==> src/rtl/imem_loader_pkg.sv <==
// Shared configuration for the instruction-memory loader: depth, address width,
// length field width and FSM state encoding.
package imem_loader_pkg;

   localparam int IMEM_DEPTH  = 64;
   localparam int IMEM_ADDR_W = $clog2(IMEM_DEPTH);
   localparam int LEN_W       = 16;

   typedef logic [LEN_W-1:0] len_t;

   localparam logic [2:0] S_IDLE   = 3'd0;
   localparam logic [2:0] S_LEN_LO = 3'd1;
   localparam logic [2:0] S_LEN_HI = 3'd2;
   localparam logic [2:0] S_DATA   = 3'd3;
   localparam logic [2:0] S_CSUM   = 3'd4;
   localparam logic [2:0] S_DONE   = 3'd5;
   localparam logic [2:0] S_ERR    = 3'd6;

   // A frame is loadable only if it carries at least one word and fits in memory.
   function automatic logic len_ok(input len_t n, input int depth);
      return (n != '0) && (int'(n) <= depth);
   endfunction

endpackage

==> src/rtl/imem_loader_if.sv <==
// Byte-stream input and instruction-memory write port of the loader.
interface imem_loader_if #(
   parameter int ADDR_W = 6
);
   logic              byte_valid;
   logic [7:0]        byte_data;
   logic              byte_ready;
   logic              we;
   logic [ADDR_W-1:0] waddr;
   logic [31:0]       wdata;

   modport master (
      output byte_valid, byte_data,
      input  byte_ready, we, waddr, wdata
   );

   modport slave (
      input  byte_valid, byte_data,
      output byte_ready, we, waddr, wdata
   );
endinterface

==> src/rtl/imem_word_packer.sv <==
// Packs accepted payload bytes little-endian into 32-bit words and flags each
// completed word one cycle after its fourth byte.
module imem_word_packer (
   input  logic        clk,
   input  logic        rst_n,
   input  logic        i_clr,
   input  logic        i_en,
   input  logic [7:0]  i_byte,
   output logic        o_last,
   output logic [31:0] o_word,
   output logic        o_word_done
);

   logic [1:0]  r_bidx;
   logic [31:0] r_shift;
   logic        r_word_done;

   assign o_last      = (r_bidx == 2'd3);
   assign o_word      = r_shift;
   assign o_word_done = r_word_done;

   // Shifting in from the top leaves the first byte of a group in [7:0].
   always_ff @(posedge clk or negedge rst_n) begin
      if (!rst_n) begin
         r_bidx      <= 2'd0;
         r_shift     <= 32'd0;
         r_word_done <= 1'b0;
      end else begin
         r_word_done <= i_en && (r_bidx == 2'd3);
         if (i_clr) begin
            r_bidx <= 2'd0;
         end else if (i_en) begin
            r_shift <= {i_byte, r_shift[31:8]};
            r_bidx  <= r_bidx + 2'd1;
         end
      end
   end

endmodule

==> src/rtl/imem_loader.sv <==
// Framed byte-stream loader: receives length, payload and XOR checksum, writes
// instruction memory word by word and releases the core on a good image.
module imem_loader
   import imem_loader_pkg::*;
#(
   parameter int DEPTH  = IMEM_DEPTH,
   parameter int ADDR_W = $clog2(DEPTH)
) (
   input  logic          clk,
   input  logic          rst_n,
   input  logic          i_start,
   imem_loader_if.slave  bus,
   output logic          o_cpu_rst_n,
   output logic          o_busy,
   output logic          o_done,
   output logic          o_err
);

   logic [2:0]        r_state;
   len_t              r_len;
   len_t              r_wcnt;
   logic [ADDR_W-1:0] r_waddr;
   logic [7:0]        r_csum;

   logic        w_ready;
   logic        w_acc;
   logic        w_data_acc;
   logic        w_clr;
   logic        w_last_byte;
   logic [31:0] w_word;
   logic        w_word_done;
   len_t        w_len;

   assign w_ready = (r_state == S_LEN_LO) || (r_state == S_LEN_HI) ||
                    (r_state == S_DATA)   || (r_state == S_CSUM);
   assign w_acc      = bus.byte_valid && w_ready;
   assign w_data_acc = w_acc && (r_state == S_DATA);
   assign w_clr      = i_start && !w_ready;
   assign w_len      = {bus.byte_data, r_len[7:0]};

   imem_word_packer u_packer (
      .clk         (clk),
      .rst_n       (rst_n),
      .i_clr       (w_clr),
      .i_en        (w_data_acc),
      .i_byte      (bus.byte_data),
      .o_last      (w_last_byte),
      .o_word      (w_word),
      .o_word_done (w_word_done)
   );

   assign bus.byte_ready = w_ready;
   assign bus.we         = w_word_done;
   assign bus.waddr      = r_waddr;
   assign bus.wdata      = w_word;
   assign o_busy         = w_ready;
   assign o_done         = (r_state == S_DONE);
   assign o_err          = (r_state == S_ERR);
   assign o_cpu_rst_n    = (r_state == S_DONE);

   always_ff @(posedge clk or negedge rst_n) begin
      if (!rst_n) begin
         r_state <= S_IDLE;
         r_len   <= '0;
         r_wcnt  <= '0;
         r_waddr <= '0;
         r_csum  <= 8'd0;
      end else begin
         case (r_state)
            S_IDLE, S_DONE, S_ERR: begin
               if (i_start) begin
                  r_state <= S_LEN_LO;
                  r_len   <= '0;
                  r_wcnt  <= '0;
                  r_waddr <= '0;
                  r_csum  <= 8'd0;
               end
            end
            S_LEN_LO: begin
               if (w_acc) begin
                  r_len[7:0] <= bus.byte_data;
                  r_state    <= S_LEN_HI;
               end
            end
            S_LEN_HI: begin
               if (w_acc) begin
                  r_len   <= w_len;
                  r_state <= len_ok(w_len, DEPTH) ? S_DATA : S_ERR;
               end
            end
            S_DATA: begin
               if (w_acc) begin
                  r_csum <= r_csum ^ bus.byte_data;
                  // Latch the index now so it is stable during the write strobe.
                  if (w_last_byte) begin
                     r_waddr <= r_wcnt[ADDR_W-1:0];
                     r_wcnt  <= r_wcnt + len_t'(1);
                     if (r_wcnt == r_len - len_t'(1))
                        r_state <= S_CSUM;
                  end
               end
            end
            S_CSUM: begin
               if (w_acc)
                  r_state <= (bus.byte_data == r_csum) ? S_DONE : S_ERR;
            end
            default: r_state <= S_IDLE;
         endcase
      end
   end

endmodule

==> src/flat_wrapper.sv <==
// flat-port wrapper written by rule: the top's interface ports become plain ports
module imem_loader_flat import imem_loader_pkg::*;
#(
   parameter int DEPTH  = IMEM_DEPTH,
   parameter int ADDR_W = $clog2(DEPTH)
)
  (clk, rst_n, i_start, o_cpu_rst_n, o_busy, o_done, o_err, bus_byte_valid, bus_byte_data, bus_byte_ready, bus_we, bus_waddr, bus_wdata);
  imem_loader_if #(.ADDR_W(ADDR_W)) bus_i ();
  input  logic clk;
  input  logic rst_n;
  input  logic i_start;
  output logic o_cpu_rst_n;
  output logic o_busy;
  output logic o_done;
  output logic o_err;
  input wire logic [$bits(bus_i.byte_valid)-1:0] bus_byte_valid;
  input wire logic [$bits(bus_i.byte_data)-1:0] bus_byte_data;
  output wire logic [$bits(bus_i.byte_ready)-1:0] bus_byte_ready;
  output wire logic [$bits(bus_i.we)-1:0] bus_we;
  output wire logic [$bits(bus_i.waddr)-1:0] bus_waddr;
  output wire logic [$bits(bus_i.wdata)-1:0] bus_wdata;
  assign bus_i.byte_valid = bus_byte_valid;
  assign bus_i.byte_data = bus_byte_data;
  assign bus_byte_ready = bus_i.byte_ready;
  assign bus_we = bus_i.we;
  assign bus_waddr = bus_i.waddr;
  assign bus_wdata = bus_i.wdata;
  imem_loader #(.DEPTH(DEPTH), .ADDR_W(ADDR_W)) u_core (.clk(clk), .rst_n(rst_n), .i_start(i_start), .bus(bus_i), .o_cpu_rst_n(o_cpu_rst_n), .o_busy(o_busy), .o_done(o_done), .o_err(o_err));
endmodule
==> config.mk <==
export PLATFORM = sky130hd
export DESIGN_NAME = imem_loader_flat
export DESIGN_NICKNAME = d
export VERILOG_FILES = /design/src/rtl/imem_loader_pkg.sv /design/src/rtl/imem_loader_if.sv /design/src/rtl/imem_word_packer.sv /design/src/rtl/imem_loader.sv /design/src/flat_wrapper.sv
export SDC_FILE = /design/constraint.sdc
export NUM_CORES = 1
export LEC_CHECK = 0
export CAP_MARGIN = 20
export CORE_ASPECT_RATIO = 1.4
export CORE_MARGIN = 1.5
export CORE_UTILIZATION = 30
export DETAILED_ROUTE_END_ITERATION = 8
export DONT_BUFFER_PORTS = 1
export GPL_ROUTABILITY_DRIVEN = 0
export SLEW_MARGIN = 10
export SYNTH_ARGS = -nofsm -noshare
export SYNTH_HDL_FRONTEND = slang
export SYNTH_HIERARCHICAL = 1
export SYNTH_SLANG_ARGS = --single-unit
==> constraint.sdc <==
create_clock -name clk -period 5.9 [get_ports clk]
set_input_delay 0.59 -clock clk [delete_from_list [all_inputs] [get_ports clk]]
set_output_delay 0.59 -clock clk [all_outputs]
set_load 0.005 [all_outputs]
==> results of run 1 <==
==> stage by stage <==
stage,cell area (µm²),util
after detailed placement,4660,0.311
after CTS,4960,0.331
after global routing,5000,0.334
final,5000,0.334
after global placement,4660,0.311
after floorplan,4590,-
==> cell families after synthesis <==
group                    after synthesis  share of synthesized area
AO/OA/AOI/OAI                         84                      0.125
adder cells (fa/ha/maj)                5                     0.0131
AND/OR/NAND/NOR                      138                      0.158
XOR/XNOR                              44                     0.0840
flip-flops                            84                      0.458
buffers and inverters                 47                     0.0540
multiplexers                          34                      0.108
==> placed cells by master, fill, tap and decap left out, drive strengths merged, types with 2 or more instances in the layout <==
cell type	Yosys	final
a21boi	2	2
a2111oi	4	4
ha	4	4
nand2b	2	2
nor3b	2	2
inv	21	21
clkinvlp	0	2
nor2	39	39
or3	2	2
dfrtp	84	84
nor4b	2	2
o21ai	32	32
xor2	17	17
nor3	8	8
mux2	33	33
a21o	11	11
a22o	7	7
a21oi	5	5
nor4	6	6
buf	9	3
and2	3	3
nand4b	2	2
and3	2	2
o22ai	4	4
o211ai	3	3
clkinv	0	2
and3b	2	2
nand4	8	8
xnor2	27	27
nor2b	2	2
nand2	24	24
clkbuf	17	12
nand3	27	27
==> how the worst min path moves through the flow <==
| stage | cells after the start | endpoint | from |
|---|---|---|---|
| after floorplan | 0 | u_core/bus.waddr[0]$_DFFE_PN0P_ | rst_n |
| after global placement | 0 | u_core/u_packer/o_word[10]$_DFFE_PN0P_ | rst_n |
| final | 1 | u_core/r_csum[3]$_DFFE_PN0P_ | rst_n |
| after global routing | 1 | u_core/u_packer/o_word[24]$_DFFE_PN0P_ | rst_n |
| after CTS | 1 | u_core/u_packer/o_word[10]$_DFFE_PN0P_ | rst_n |
| after detailed placement | 0 | u_core/u_packer/o_word[10]$_DFFE_PN0P_ | rst_n |
==> Yosys cell counts (3+ instances only) <==
cell and number:
sky130_fd_sc_hd__a21o_1 11, sky130_fd_sc_hd__nand4_1 8, sky130_fd_sc_hd__nor3_1 8, sky130_fd_sc_hd__o211ai_1 3, sky130_fd_sc_hd__o22ai_1 4, sky130_fd_sc_hd__nor2_1 39
sky130_fd_sc_hd__o21ai_0 32, sky130_fd_sc_hd__mux2_4 30, sky130_fd_sc_hd__xor2_1 17, sky130_fd_sc_hd__buf_12 3, sky130_fd_sc_hd__a22o_1 7, sky130_fd_sc_hd__nor4_1 5
sky130_fd_sc_hd__mux2_2 3, sky130_fd_sc_hd__ha_1 4, sky130_fd_sc_hd__clkbuf_1 17, sky130_fd_sc_hd__xnor2_1 27, sky130_fd_sc_hd__a21oi_1 5, sky130_fd_sc_hd__dfrtp_1 84
sky130_fd_sc_hd__nand3_1 27, sky130_fd_sc_hd__nand2_1 24, sky130_fd_sc_hd__inv_1 21
==> metal layers <==
metal  vias up  share of wire  track usage
met4         0          0.034       0.0658
met5         -              0            0
met3        31          0.075       0.0520
met1      1607           0.42        0.149
li1       1523              -            -
met2       114           0.47        0.225
==> state kept, by name, summed over array words and instances, names as in the netlist <==
| name | flops |
|---|---|
| u_core/bus.waddr | 6 |
| u_core/r_csum | 8 |
| u_core/r_len | 16 |
| u_core/r_state | 3 |
| u_core/r_wcnt | 16 |
| u_core/u_packer/o_word | 32 |
| u_core/u_packer/o_word_done | 1 |
| u_core/u_packer/r_bidx | 2 |
==> worst max-delay path, cell delays in order (launching register included) <==
cell and delay (ns):
sky130_fd_sc_hd__dfrtp_1 0.45, sky130_fd_sc_hd__inv_1 0.13, sky130_fd_sc_hd__ha_1 0.30, sky130_fd_sc_hd__or4b_4 0.55
sky130_fd_sc_hd__nor3_1 0.23, sky130_fd_sc_hd__nand4b_1 0.12, sky130_fd_sc_hd__a2111oi_0 0.41, sky130_fd_sc_hd__nor4b_2 0.51
sky130_fd_sc_hd__o22ai_1 0.16
==> area by class of cell <==
| cell class | count | area [µm²] |
|---|---|---|
| clock inverters | 4 | 25.0 |
| inverters | 21 | 78.8 |
| clock buffers | 12 | 246 |
| well taps | 192 | 240 |
| multi-input cells | 305 | 2240 |
| repair buffers | 4 | 67.6 |
| flip-flops and latches | 84 | 2100 |
| fillers | 1518 | 9990 |
==> power breakdown <==
| group | switching [mW] | internal, mW | leakage [nW] |
|---|---|---|---|
| Sequential | 0.269 | 0.775 | 1.10 |
| Combinational | 0.597 | 0.599 | 0.979 |
| Clock | 0.224 | 0.295 | 0.129 |
==> summary.md, run 1 <==
| Metric | Value |
|---|---|
| Result of the run | `finished, final reports clean` |
| Starting Density | `0.306` |
| Cell type with the largest total area after synthesis | `sky130_fd_sc_hd__dfrtp_1` |
| Beginning of the critical path | `u_core/r_len[0]$_DFFE_PN0P_` |
| Gate Count Post-Synth | `436` |
| Max-slew violations | `0` |
| Post_cts resized | `0` |
| Area growth syn-to-layout | `8.94%` |
| Detail-routed net length per standard cell | `16.9 µm` |
| Avg Synthesized Cell Area | `10.5 µm²` |
| Ratio of routed vias to standard cells | `5.27` |
| Clock Latency Late Sink | `0.34 ns` |
| Dpl hpwl | `7350 µm` |
| Share of cells above drive strength 1 | `0.147` |
| Setup violators final | `0` |
| Number of antenna violations at the first check in global routing | `0` |
| Number of ports placed on the die boundary | `56` |
| Crit path max fanout | `7` |
| Slew at the pin closest to its max-slew limit | `0.964 ns` |
| Top FF cell, synth | `sky130_fd_sc_hd__dfrtp_1` |
| Nets | `441` |
| Clock period minus final worst setup slack | `2.99 ns` |
| Worst setup slack after layout | `2.91 ns` |
| Post-synth ARST share | `1.00` |
| Final Cycle Share | `0.506` |
| Buffer count from post-CTS setup fixing | `0` |
| Cells taking the most area after synthesis | `sky130_fd_sc_hd__dfrtp_1 (46%), sky130_fd_sc_hd__mux2_4 (9.8%), sky130_fd_sc_hd__xnor2_1 (5.2%), sky130_fd_sc_hd__o21ai_0 (3.5%), sky130_fd_sc_hd__xor2_1 (3.2%)` |
| Synthesis Warnings | `6` |
| Share of the yosys chip area belonging to registers | `0.458` |
| Vias in the first global route | `3305` |
| Static leakage | `2.20 nW` |
| Syn Nets | `452` |
| Slew margin rel. | `0.358` |
| Power per Cell Area | `552 nW/µm²` |
| Startpoint kind of the worst setup timing path | `flip-flop` |
| TritonCTS clock tree | `yes` |
| TritonCTS sink count | `84` |
| Total global-route track usage | `0.135` |
| FMAX | `335 MHz` |
| Setup CP Type | `reg2reg` |
| 1st-iter DRT viols | `216` |
| Tot Pwr | `2.76 mW` |
| Post-detailed-route DRC marker count | `0` |
| Setup repair after global routing missed its margin | `no` |
| Setup slack of the worst register-to-register path | `2.91 ns` |
| Htree depth | `3` |
| Critical path capture point type | `flip-flop` |
| CTS Buf Count | `9` |
| Endpoint of the most critical register-to-register path | `u_core/r_state[0]$_DFFE_PN0P_` |
| Post-synth EDFFs | `0` |
| Data arrival time of the worst path | `3.18 ns` |
| Final hold violation count | `0` |
| Count of buffers from port buffering | `0` |
| Hold slack final | `0.149 ns` |
| Number of buffers between clock root and the deepest sink | `2` |
| Cell chosen for the clock root | `sky130_fd_sc_hd__clkbuf_16` |
| Cell area after synthesis | `4590 µm²` |
| Number of placed instances, taps included | `602` |
| Final setup TNS | `0 ns` |
| Max-cap violations | `0` |
| Layout Cells excl Fill | `622` |
| Tightest Hold Check Type | `in2async` |
| Number of cells on the worst reg-to-reg path | `8` |
| First-pass GRT wire length | `16900 µm` |
| Height of the die | `149 µm` |
| Core Area | `15000 µm²` |
| Last element of the critical path | `u_core/r_state[0]$_DFFE_PN0P_` |
| Post-detailed-routing wire length | `10500 µm` |
| Ant. Diodes | `0` |
| Pin count of the biggest net entering global routing | `85` |
| Number of distinct standard cells referenced by the synthesized netlist | `67` |
| Maximum resistive drop on vdd | `0.240 mV` |
| Maximum clock skew at final layout | `0.00583 ns` |
| Startpoint of the lowest-slack register-to-register path | `u_core/r_len[0]$_DFFE_PN0P_` |
| Via count | `3275` |
| Reg clk slew, reported paths | `0.06 ns` |
| Area share of the largest cell type after synthesis | `0.458` |
| Number of buffers added to fix hold violations after cts | `1` |
| Chip width | `108 µm` |
| Total overflow reported by the global router | `0` |
| Number of routed nets with antenna violations | `0` |
| Area of the die | `16100 µm²` |
| Setup WS pre-CTS | `2.64 ns` |
| Req. time, crit path | `6.10 ns` |
| DR pass1 iterations | `4` |
| Number of placement rows | `53` |
| Synthesized flop and latch total | `84` |
Note: power is estimated with default switching activity, not from simulation.
==> inputs of run 2 (changes only) <==
clock period = 3 ns   (was 5.9 ns; I/O delays follow)
==> summary.md, run 2 (synthesized netlist as in run 1, its figures left out) <==
| Metric | Value |
|---|---|
| Result of the run | `finished, final reports clean` |
| First-pass GRT wire length | `16600 µm (-1.8%)` |
| Share of cells above drive strength 1 | `0.159 (+0.0125)` |
| Maximum resistive drop on vdd | `0.510 mV (+110%)` |
| Final hold violation count | `0 (unchanged)` |
| Final Cycle Share | `0.925 (+0.419)` |
| Placement Cell Area | `4720 µm² (+1.2%)` |
| Maximum clock skew at final layout | `0.00797 ns (+0.00214 ns)` |
| Tightest Hold Check Type | `in2reg` |
| Longest individual stage delay on the worst path | `0.53 ns (-0.02 ns)` |
| Starting Density | `0.306 (unchanged)` |
| Via count | `3204 (-2.2%)` |
| Post-detailed-routing wire length | `10200 µm (-3.1%)` |
| Number of routed nets with antenna violations | `0 (unchanged)` |
| Nets | `445 (+0.91%)` |
| Max FFs per register | `32 (unchanged)` |
| Critical path capture point type | `flip-flop` |
| TritonCTS clock tree | `yes` |
| Max-slew violations | `0 (unchanged)` |
| Slew margin rel. | `0.505 (+0.148)` |
| Vias in the first global route | `3244 (-1.8%)` |
| Cell chosen for the clock root | `sky130_fd_sc_hd__clkbuf_16` |
| Ant. Diodes | `0 (unchanged)` |
| Reg clk slew, reported paths | `0.06 ns (about the same)` |
| 1st-iter DRT viols | `303 (+40%)` |
| Leading cell type in the layout, fill and taps excluded | `sky130_fd_sc_hd__dfrtp_1` |
| Number of cells on the worst reg-to-reg path | `8 (unchanged)` |
| Setup WS pre-CTS | `0.241 ns (-2.40 ns)` |
| Filler instances | `1515 (-0.20%)` |
| TritonCTS sink count | `84 (unchanged)` |
| Post-detailed-route DRC marker count | `0 (unchanged)` |
| Tot Pwr | `5.56 mW (+100%)` |
| Share of the core filled with cells in the final layout | `0.339 (+0.00501)` |
| Worst path bufs/invs | `1 (unchanged)` |
| Data arrival time of the worst path | `2.98 ns (-0.20 ns)` |
| Htree depth | `3 (unchanged)` |
| Commonest cells after routing, fill and taps aside | `sky130_fd_sc_hd__dfrtp_1 (84), sky130_fd_sc_hd__nor2_1 (39), sky130_fd_sc_hd__o21ai_0 (32), sky130_fd_sc_hd__mux2_4 (30)` |
| DR pass1 iterations | `4 (unchanged)` |
| Ratio of routed vias to standard cells | `5.12 (-2.8%)` |
| Total global-route track usage | `0.132 (-0.00285)` |
| Worst path slowest cell | `sky130_fd_sc_hd__or4b_4` |
| Detail-routed net length per standard cell | `16.3 µm (-3.7%)` |
| Static leakage | `2.23 nW (+1.3%)` |
| Crit path max fanout | `7 (unchanged)` |
| Number of placement rows | `53 (unchanged)` |
| FMAX | `360 MHz (+7.6%)` |
| Req. time, crit path | `3.20 ns (-2.90 ns)` |
| Count of buffers from port buffering | `0 (unchanged)` |
| Clock period minus final worst setup slack | `2.78 ns (-0.211 ns)` |
| Chip width | `108 µm (unchanged)` |
| Area used by multi-input combinational logic | `2250 µm² (+0.67%)` |
| Number of ports placed on the die boundary | `56 (unchanged)` |
| CTS Buf Count | `9 (unchanged)` |
| Setup CP Type | `reg2reg` |
| Final setup TNS | `0 ns (unchanged)` |
| Area of the die | `16100 µm² (unchanged)` |
| Worst path depth | `8 (unchanged)` |
| Startpoint kind of the worst setup timing path | `flip-flop` |
| Total non-filler cell area in the finished layout | `5070 µm² (+1.5%)` |
| Area growth syn-to-layout | `10.6%` |
| Dpl hpwl | `7070 µm (-3.7%)` |
| Max-cap violations | `0 (unchanged)` |
| Slew at the pin closest to its max-slew limit | `0.732 ns (-0.232 ns)` |
| Worst setup slack after layout | `0.225 ns (-2.69 ns)` |
| Number of buffers between clock root and the deepest sink | `2 (unchanged)` |
| FF+latch area | `2100 µm² (unchanged)` |
| Worst Hold Path Cells | `1` |
| Number of antenna violations at the first check in global routing | `0 (unchanged)` |
| Critical path's top delay family | `simple AND/OR/NAND/NOR gates` |
| Core Area | `15000 µm² (unchanged)` |
| Power per Cell Area | `1100 nW/µm² (+99%)` |
| Setup violators final | `0 (unchanged)` |
| Total overflow reported by the global router | `0 (unchanged)` |
| Height of the die | `149 µm (unchanged)` |
| Pin count of the biggest net entering global routing | `85 (unchanged)` |
| Critical path, cell by cell | `inv_1 -> ha_1 -> or4b_4 -> nor3_1 -> nand4b_1 -> a2111oi_2 -> nor4b_4 -> a31oi_1` |
| Clock Latency Late Sink | `0.35 ns (about the same)` |
run 2: cell count changes in the layout (fill, tap and decap cells not counted), sizes merged:
| cell | change |
|---|---|
| bufinv | +1 |
| dlygate4sd3 | +1 |
| buf | +4 |
| clkinvlp | -1 |
| dlymetal6s2s | -1 |
run 2: metal layers:
layer	global-route usage	share of wire	vias to the layer above
li1	-	-	1523
met1	0.159	0.43	1567
met2	0.214	0.47	103
met3	0.0454	0.076	11
met4	0.0533	0.017	0
met5	0	0	-
run 2: repair_timing:
item,4_1_cts,5_1_grt
hold buffers,2,0
setup buffers,0,0
endpoints found under the hold margin,84,0
setup endpoints to repair,0,3
resized for setup,0,3
run 2: area by class of cell:
class	count	share of cell area
inverters	21	0.0155
repair buffers	8	0.0187
clock inverters	4	0.00937
flip-flops and latches	84	0.414
multi-input cells	305	0.444
clock buffers	12	0.0505
well taps	192	0.0473
run 2: final timing paths:
kind	startpoint	endpoint	slack, ns
setup / recovery	u_core/r_len[0]$_DFFE_PN0P_	u_core/r_state[1]$_DFFE_PN0P_	0.22
hold / removal	bus_byte_data[0]	u_core/u_packer/o_word[24]$_DFFE_PN0P_	0.09
setup reg to reg	u_core/r_len[0]$_DFFE_PN0P_	u_core/r_state[1]$_DFFE_PN0P_	0.22
hold reg to reg	u_core/r_csum[7]$_DFFE_PN0P_	u_core/r_csum[7]$_DFFE_PN0P_	0.53
max in group asynchronous	rst_n	u_core/bus.waddr[0]$_DFFE_PN0P_	2.13
min in group asynchronous	rst_n	u_core/u_packer/o_word[0]$_DFFE_PN0P_	0.50
run 2: through the flow:
step	cells	hold slack (ns)
final	626	0.0940
after global routing	626	0.0877
after CTS	626	0.0890
after detailed placement	608	0.00601
after global placement	608	0.00605
after floorplan	436	0.00441
run 2: power breakdown:
part / switching, mW / leakage, nW / internal (mW)
Clock: 0.448 / 0.149 / 0.687
Sequential: 0.514 / 1.10 / 1.53
Combinational: 1.19 / 0.989 / 1.20
Total: 2.15 / 2.23 / 3.41
==> inputs of run 3 (changes only) <==
PLACE_DENSITY = 0.42   (was default)
==> summary.md, run 3 (synthesized netlist as in run 1, its figures left out) <==
| Metric | Value |
|---|---|
| Filler instances | `1556 (+2.7%)` |
| Height of the die | `149 µm (unchanged)` |
| Post-detailed-route DRC marker count | `0 (unchanged)` |
| Number of routed nets with antenna violations | `0 (unchanged)` |
| Total overflow reported by the global router | `0 (unchanged)` |
| Number of ports placed on the die boundary | `56 (unchanged)` |
| Maximum resistive drop on vdd | `0.368 mV (-28%)` |
| Detail-routed net length per standard cell | `17.8 µm (+9.5%)` |
| Setup CP Type | `reg2reg` |
| Via count | `3224 (+0.62%)` |
| FF+latch area | `2100 µm² (unchanged)` |
| Starting Density | `0.306 (unchanged)` |
| FMAX | `358 MHz (-0.52%)` |
| Number of placement rows | `53 (unchanged)` |
| CTS Buf Count | `9 (unchanged)` |
| Maximum clock skew at final layout | `0.00986 ns (+0.00189 ns)` |
| Area used by multi-input combinational logic | `2250 µm² (unchanged)` |
| Data arrival time of the worst path | `2.99 ns (about the same)` |
| Reg clk slew, reported paths | `0.07 ns (about the same)` |
| Share of the core filled with cells in the final layout | `0.339 (+0.000501)` |
| Critical path, cell by cell | `inv_1 -> ha_1 -> or4b_4 -> nor3_1 -> nand4b_1 -> a2111oi_2 -> nor4b_4 -> a31oi_1` |
| Total global-route track usage | `0.146 (+0.0138)` |
| Cell chosen for the clock root | `sky130_fd_sc_hd__clkbuf_16` |
| TritonCTS clock tree | `yes` |
| Share of cells above drive strength 1 | `0.167 (+0.00806)` |
| Power per Cell Area | `1100 nW/µm² (+0.13%)` |
| Dpl hpwl | `7790 µm (+10%)` |
| Chip width | `108 µm (unchanged)` |
| Static leakage | `2.24 nW (about the same)` |
| Critical path capture point type | `flip-flop` |
| DR pass1 iterations | `4 (unchanged)` |
| Area of the die | `16100 µm² (unchanged)` |
| Setup violators final | `0 (unchanged)` |
| Slew margin rel. | `0.471 (-0.0338)` |
| Met1 routed wirelength after detailed routing | `4930 µm (+11%)` |
| Metal2 WL | `5560 µm (+15%)` |
| 1st-iter DRT viols | `196 (-35%)` |
| Req. time, crit path | `3.20 ns (about the same)` |
| Max-cap violations | `0 (unchanged)` |
| Crit path max fanout | `7 (unchanged)` |
| Area growth syn-to-layout | `10.7%` |
| Number of buffers between clock root and the deepest sink | `2 (unchanged)` |
| Met3 WL post-DR | `496 µm (-36%)` |
| Clock period minus final worst setup slack | `2.79 ns (+0.0145 ns)` |
| Setup repair after global routing missed its margin | `no` |
| Critical path's top delay family | `simple AND/OR/NAND/NOR gates` |
| Ant. Diodes | `0 (unchanged)` |
| Buffer count from post-CTS setup fixing | `0 (unchanged)` |
| Ratio of routed vias to standard cells | `5.13 (+0.14%)` |
| Leading cell type in the layout, fill and taps excluded | `sky130_fd_sc_hd__dfrtp_1` |
| Slew at the pin closest to its max-slew limit | `0.785 ns (+0.0527 ns)` |
| Result of the run | `finished, final reports clean` |
| Post-detailed-routing wire length | `11200 µm (+10%)` |
| Core Area | `15000 µm² (unchanged)` |
| First-pass GRT wire length | `17800 µm (+7.5%)` |
| Clock Latency Late Sink | `0.35 ns (about the same)` |
| Max-slew violations | `0 (unchanged)` |
| Vias in the first global route | `3302 (+1.8%)` |
| Pin count of the biggest net entering global routing | `85 (unchanged)` |
| Final setup TNS | `0 ns (unchanged)` |
| Final Cycle Share | `0.930 (+0.00483)` |
| Number of antenna violations at the first check in global routing | `0 (unchanged)` |
| Longest individual stage delay on the worst path | `0.55 ns (+0.02 ns)` |
| Commonest cells after routing, fill and taps aside | `sky130_fd_sc_hd__dfrtp_1 (84), sky130_fd_sc_hd__nor2_1 (39), sky130_fd_sc_hd__o21ai_0 (32), sky130_fd_sc_hd__mux2_4 (30)` |
| Startpoint kind of the worst setup timing path | `flip-flop` |
| TritonCTS sink count | `84 (unchanged)` |
| Top sig layer | `met4` |
| Max FFs per register | `32 (unchanged)` |
| Worst path bufs/invs | `1 (unchanged)` |
| Tightest Hold Check Type | `in2reg` |
| Htree depth | `3 (unchanged)` |
| Final hold violation count | `0 (unchanged)` |
| Nets | `448 (+0.67%)` |
| Count of buffers from port buffering | `0 (unchanged)` |
| Worst path slowest cell | `sky130_fd_sc_hd__or4b_4` |
run 3: cell count changes in the layout (fill, tap and decap cells not counted):
cell	delta
sky130_fd_sc_hd__buf_4	+3
sky130_fd_sc_hd__bufinv_16	-1
sky130_fd_sc_hd__clkbuf_1	-1
sky130_fd_sc_hd__clkbuf_8	-2
sky130_fd_sc_hd__clkinv_2	-2
sky130_fd_sc_hd__clkinvlp_4	+1
sky130_fd_sc_hd__inv_6	+3
sky130_fd_sc_hd__inv_8	+2
run 3: metal layers:
layer | up-vias | track usage
met5 | - | 0
met4 | 0 | 0.0658
met2 | 70 | 0.255
met3 | 16 | 0.0236
li1 | 1536 | -
met1 | 1602 | 0.173
run 3: layout make-up:
| type | count | area share |
|---|---|---|
| Tap cell | 192 | 0.0473 |
| Multi-Input combinational cell | 305 | 0.444 |
| Sequential cell | 84 | 0.414 |
| Clock buffer | 9 | 0.0443 |
| Clock inverter | 7 | 0.0126 |
| Timing Repair Buffer | 11 | 0.0231 |
| Inverter | 21 | 0.0155 |
run 3: worst paths after layout:
path                                                   start                                endpoint  slack (ns)  cells after the start
min in group asynchronous                              rst_n   u_core/u_packer/o_word[2]$_DFFE_PN0P_        0.51                      2
worst min register to register  u_core/r_csum[5]$_DFFE_PN0P_            u_core/r_csum[5]$_DFFE_PN0P_        0.53                      1
worst max-delay path             u_core/r_len[0]$_DFFE_PN0P_           u_core/r_state[1]$_DFFE_PN0P_        0.21                      8
worst max register to register   u_core/r_len[0]$_DFFE_PN0P_           u_core/r_state[1]$_DFFE_PN0P_        0.21                      8
max in group asynchronous                              rst_n            u_core/r_len[15]$_DFFE_PN0P_        2.15                      2
worst min-delay path                        bus_byte_data[6]  u_core/u_packer/o_word[30]$_DFFE_PN0P_         0.1                      1
run 3: timing repair:
item                                    CTS  global route
hold buffers                              2             0
resized for setup                         0             3
endpoints found under the setup margin    0             3
hold endpoints to repair                 84             0
run 3: per-stage QoR:
step	setup slack (ns)	power (mW)	hold WS, ns	cell area [µm²]	instances
5_1_grt	0.00411	6.01	0.0782	5080	629
4_1_cts	0.139	5.59	0.0817	5070	629
3_5_place_dp	0.160	4.42	0.00614	4740	611
6_report	0.210	5.58	0.0956	5080	629
2_1_floorplan	0.544	3.92	0.00441	4590	436
3_3_place_gp	0.295	4.36	0.00610	4740	611
run 3: power by group:
part | total, mW | switching [mW] | internal [mW] | leakage [nW]
registers | 2.03 | 0.509 | 1.52 | 1.10
clock network | 1.11 | 0.527 | 0.582 | 0.137
logic | 2.44 | 1.21 | 1.22 | 1.00
